`src/rtl/random_pkg.sv`:
```
`default_nettype none
// +----------------------------------------------------------------------+
// | Module : random_pkg                                                  |
// | Desc   : Shared constants and FSM state type for random_lfsr.        |
// | Rev    : 1.0  initial release                                        |
// +----------------------------------------------------------------------+
package random_pkg;

  // Maximal-length Galois feedback masks for common LFSR widths
  localparam logic [7:0]  POLY8  = 8'hB8;
  localparam logic [15:0] POLY16 = 16'hB400;
  localparam logic [31:0] POLY32 = 32'h80200003;

  // Default reset seed; must be nonzero
  localparam logic [15:0] DEFAULT_SEED = 16'hACE1;

  // FILL searches for an accepted candidate, HOLD presents one
  typedef enum logic [0:0] {
    FILL = 1'b0,
    HOLD = 1'b1
  } fsm_t;

endpackage
`default_nettype wire

```
`src/rtl/lfsr_core.sv`:
```
`default_nettype none
// +----------------------------------------------------------------------+
// | Module : lfsr_core                                                   |
// | Desc   : Right-shifting Galois LFSR with step enable and seed load.  |
// |          An all-zero load value is replaced by SEED to avoid lockup. |
// | Rev    : 1.0  initial release                                        |
// +----------------------------------------------------------------------+
module lfsr_core
  import random_pkg::*;
#(
  parameter int           W    = 16,
  parameter logic [W-1:0] POLY = POLY16,
  parameter logic [W-1:0] SEED = DEFAULT_SEED
) (
  input  logic         clk,
  input  logic         rst,
  input  logic         step,
  input  logic         load,
  input  logic [W-1:0] load_val,
  output logic [W-1:0] state
);

  // Reset beats load, load beats step; otherwise the state is frozen
  always_ff @(posedge clk) begin
    if (rst) begin
      state <= SEED;
    end else if (load) begin
      state <= (load_val == '0) ? SEED : load_val;
    end else if (step) begin
      state <= (state >> 1) ^ (state[0] ? POLY : '0);
    end
  end

endmodule
`default_nettype wire

```
`src/rtl/random_lfsr.sv`:
```
`default_nettype none
// +----------------------------------------------------------------------+
// | Module : random_lfsr                                                 |
// | Desc   : Uniform pseudo-random numbers in [0, MODULUS-1] from a      |
// |          Galois LFSR by rejection sampling, with valid/ready output. |
// | Rev    : 1.0  initial release                                        |
// +----------------------------------------------------------------------+
module random_lfsr
  import random_pkg::*;
#(
  parameter int                MODULUS = 10,
  parameter int                NBITS   = $clog2(MODULUS),
  parameter int                LFSR_W  = 16,
  parameter logic [LFSR_W-1:0] POLY    = POLY16,
  parameter logic [LFSR_W-1:0] SEED    = DEFAULT_SEED
) (
  input  logic              clk,
  input  logic              rst,
  input  logic              seed_load,
  input  logic [LFSR_W-1:0] seed,
  input  logic              ready,
  output logic              valid,
  output logic [NBITS-1:0]  number
);

  generate
    if (MODULUS < 2 || NBITS > LFSR_W || SEED == '0) begin : g_param_error
      $fatal(1, "random_lfsr: illegal parameters (MODULUS>=2, NBITS<=LFSR_W, SEED!=0)");
    end
  endgenerate

  // MODULUS fits in NBITS+1 bits, so the compare needs no wider operands
  localparam logic [NBITS:0] MOD_LIMIT = MODULUS[NBITS:0];

  fsm_t              fsm;
  logic [LFSR_W-1:0] lfsr_state;
  logic [NBITS-1:0]  cand;
  logic              accept;
  logic              eval;

  // Candidate is the low bits of the state before it steps
  assign cand   = NBITS'(lfsr_state);
  assign accept = ({1'b0, cand} < MOD_LIMIT);
  // The generator only advances when a sample is being produced or consumed
  assign eval   = (fsm == FILL) || ready;

  lfsr_core #(
    .W    (LFSR_W),
    .POLY (POLY),
    .SEED (SEED)
  ) u_core (
    .clk      (clk),
    .rst      (rst),
    .step     (eval),
    .load     (seed_load),
    .load_val (seed),
    .state    (lfsr_state)
  );

  // Sample FSM: reseed voids any concurrent transfer; rejections drop to FILL
  always_ff @(posedge clk) begin
    if (rst) begin
      fsm    <= FILL;
      valid  <= 1'b0;
      number <= '0;
    end else if (seed_load) begin
      fsm    <= FILL;
      valid  <= 1'b0;
    end else if (eval) begin
      if (accept) begin
        number <= cand;
        valid  <= 1'b1;
        fsm    <= HOLD;
      end else begin
        valid  <= 1'b0;
        fsm    <= FILL;
      end
    end
  end

endmodule
`default_nettype wire

```
`config.mk`:
```
export PLATFORM = sky130hd
export DESIGN_NAME = random_lfsr
export DESIGN_NICKNAME = d
export VERILOG_FILES = /design/src/rtl/random_pkg.sv /design/src/rtl/lfsr_core.sv /design/src/rtl/random_lfsr.sv
export SDC_FILE = /design/constraint.sdc
export NUM_CORES = 1
export LEC_CHECK = 0
export CORE_ASPECT_RATIO = 0.7
export CORE_MARGIN = 4
export CORE_UTILIZATION = 35
export CTS_CLUSTER_DIAMETER = 80
export DETAILED_ROUTE_END_ITERATION = 10
export MAX_ROUTING_LAYER = met4
export PLACE_DENSITY = 0.66
export SYNTH_ARGS = -nofsm -noshare
export SYNTH_HDL_FRONTEND = slang
export SYNTH_SLANG_ARGS = --single-unit
```
`constraint.sdc`:
```
create_clock -name clk -period 1.2 [get_ports clk]
set_input_delay 0.18 -clock clk [delete_from_list [all_inputs] [get_ports clk]]
set_output_delay 0.18 -clock clk [all_outputs]
set_load 0.05 [all_outputs]
```
==> metrics.yaml <==
worst_setup_margin_ns: -0.02505
synth_ff_type: "sky130_fd_sc_hd__dfxtp_1"
synth_top_area_share_pct: 40.98
setup_viol: 4
whs_ns: 0.3423
worst_setup_path_start_kind: "flop"
top_level_ports: 25
grt_start_max_net_pins: 22
row_count: 16
worst_hold_path_type: "in2reg"
p_int_uw: 1189
initial_core_utilization_pct: 36.61
hold_viol_final: 0
sw_ratio_pct: 28.09
drcViolationCount: 0
clock_tree.buffer_depth: 2
vertical_die_dimension_um: 53.30
cts_post_setup_buffers_inserted: 0
timing.critical_path.arrival_ns: 1.38
synth-seq-cells: 21
clock_insertion_delay_worst_skew_ns: 0.26
synth-edff-count: 0
power.clock.fraction_pct: 28.3
cell_count_after_synthesis: 110
die-width_um: 72.71
critical_path.slowest_cell: "sky130_fd_sc_hd__dfxtp_4"
final_min_period_over_clock_period_pct: 102.1
slew-limit-headroom_pct: 77.71
power_density_nw_per_um2: 1050
criticalPathCategory: "reg2reg"
cts.clk_slew.worst_paths_ns: 0.08
syn_area_per_cell_um2: 9.327
vias_in_the_first_global_route: 937
post-synth-top-count-cell: "sky130_fd_sc_hd__dfxtp_1"
yosys-top-cells-area: "sky130_fd_sc_hd__dfxtp_1 41%, sky130_fd_sc_hd__mux2i_1 11%, sky130_fd_sc_hd__nor2b_1 5.5%, sky130_fd_sc_hd__a211oi_1 5.1%, sky130_fd_sc_hd__a21oi_1 4.4%"
worstMarginPinSlew_ns: 0.3319
finClkSkew_ns: 0.004191
place_area_um2: 1476
cp_cell_sequence: "and2b_2 -> nor3_4 -> mux2i_1 -> nor2_1"
synth_net_count: 130
mappedNetlistArea_um2: 1026
cts.htree.levels: 1
post_synth_most_frequent_cells: "21 x sky130_fd_sc_hd__dfxtp_1, 11 x sky130_fd_sc_hd__mux2i_1, 11 x sky130_fd_sc_hd__nor2_1"
switching_power_uw: 464.6
remaining_global_route_overflow: 0
drt-vias-per-instance: 5.109
irDropWorstVdd_uv: 493.7
cts_sinks: 21
final_nets: 168
routed-via-count: 935
cts_tree: "yes"
dp_worst_setup_slack_ns: -0.4829
total_iterations_of_the_first_detailed_routing_run: 4
cp.required_ns: 1.36
outcome: "finished, violations left"
die_area_um2: 3875
floorplan.core_area_um2: 2803
insertedDiodeCount: 0
maxClockFrequency_mhz: 816.3
minimum_clock_period_after_layout_ns: 1.225
gp_congestion: 0.7670
unrepaired_setup_endpoints_after_global_routing: "true"
layout-drive-gt1-share_pct: 29.25
avgRoutedWirePerCell_um: 14.49
drv_cap: 0
power.static_leakage_uw: 0.0006763
yosys.area.top_type: "sky130_fd_sc_hd__dfxtp_1"
synth_seq_area_share_pct: 40.98
cp_slowest_stage_delay_ns: 0.34
power_frac_comb_pct: 23.9
failed_checks: "negative setup slack"
final_max_slew_viol_count: 0
synth_cell_types: 25
number_of_port_buffers: 24
asyncSetResetFlopFracSynth_pct: 0
drt.antenna.violating_nets: 0
yosys_warnings: 0
grt_util_all_layers_pct: 15.07
syn2layout_area_growth_pct: 53.54
worst-path-max-fanout: 4
detail_route.iter0.violations: 43
detail_route.wirelength_um: 2651
post-dp-hpwl_um: 1903
global_route_wire_length_before_repair_um: 4298
grt_antenna_before_repair: 0
design_area_um2: 1575
cp-end-kind: "flop"
core_occupancy_in_the_finished_layout_pct: 56.21
sequentialPowerShare_pct: 47.8
cts_root_buf: "sky130_fd_sc_hd__clkbuf_8"
cts_made_buffers: 3
==> cells by family after synthesis <==
logic type | after synthesis | synth area share, %
buffers and inverters | 9 | 4.511
flip-flops | 21 | 40.98
multiplexers | 11 | 10.73
XOR/XNOR | 3 | 2.561
AO/OA/AOI/OAI | 36 | 20.85
AND/OR/NAND/NOR | 30 | 20.37
==> final timing paths <==
check | slack [ns] | to | startpoint | cells past startpoint
hold / removal | 0.34 | u_core.state[4] | seed[4] | 3
setup reg to reg | -0.03 | number[0] | fsm | 4
hold reg to reg | 0.46 | u_core.state[12] | u_core.state[12] | 2
setup / recovery | -0.03 | number[0] | fsm | 4
==> worst max-delay path, delay by kind of cell (launching register included) <==
family           cells  cell delay, ns
DFF                  1            0.34
and+or+nand+nor      3            0.55
muxes                1            0.23
==> registers in the layout, summed over array words and instances, names as in the netlist <==
name and flops:
number 4, u_core.state 16, fsm 1
==> power by group through the flow <==
stage,Clock [uW],Combinational [uW],Sequential (uW)
floorplan,0,161,828
global placement,0,384,804
detailed placement,0,390,806
CTS,484,387,790
global route,516,427,799
finish,469,395,790
==> metal layers <==
layer  track usage [%]  wire length [um]  vias to the layer above  part of all wire (%)
met2             24.10              1259                       26                    47
met1             18.83              1221                      442                    46
met5                 -                 0                        -                     0
met3             4.934               151                        4                   5.7
li1                  -                 -                      463                     -
met4             2.761                18                        0                  0.68
==> area by class of cell <==
type                    count  area (um2)
clock buffers               3       41.29
inverters                   1       3.754
multi-input cells          80       619.3
clock inverters             1       5.005
fillers                   253        1227
flip-flops and latches     21       425.4
repair buffers             41       435.4
well taps                  36       45.04
==> cells in the final DEF (no fill, tap or decap), drive strengths merged <==
| master | count |
|---|---|
| a41oi | 1 |
| dfxtp | 21 |
| clkbuf | 3 |
| o211ai | 1 |
| nand2 | 3 |
| o21a | 1 |
| o21ai | 17 |
| dlygate4sd2 | 15 |
| nor2b | 9 |
| nor2 | 11 |
| nor4 | 4 |
| and2 | 1 |
| buf | 22 |
| xnor2 | 1 |
| and2b | 1 |
| a211oi | 7 |
| mux2i | 11 |
| nor3 | 1 |
| a21oi | 9 |
| inv | 1 |
| clkdlybuf4s50 | 1 |
| clkinv | 1 |
| xor2 | 2 |
| dlymetal6s2s | 3 |
==> stage by stage <==
| step | cells | total power (uW) | setup TNS [ns] |
|---|---|---|---|
| 2_1_floorplan | 110 | 988.9 | -0.1251 |
| 3_3_place_gp | 179 | 1188 | -6.856 |
| 3_5_place_dp | 179 | 1196 | -7.450 |
| 4_1_cts | 183 | 1660 | -0.06241 |
| 5_1_grt | 183 | 1741 | -0.3814 |
| 6_report | 183 | 1654 | -0.05530 |
==> repair_timing <==
item	in CTS	in global routing
hold buffers	0	0
cloned	0	0
pin swaps	6	5
setup endpoints to repair	19	18
resized for setup	21	10
Note: power is estimated with default switching activity, not from simulation.
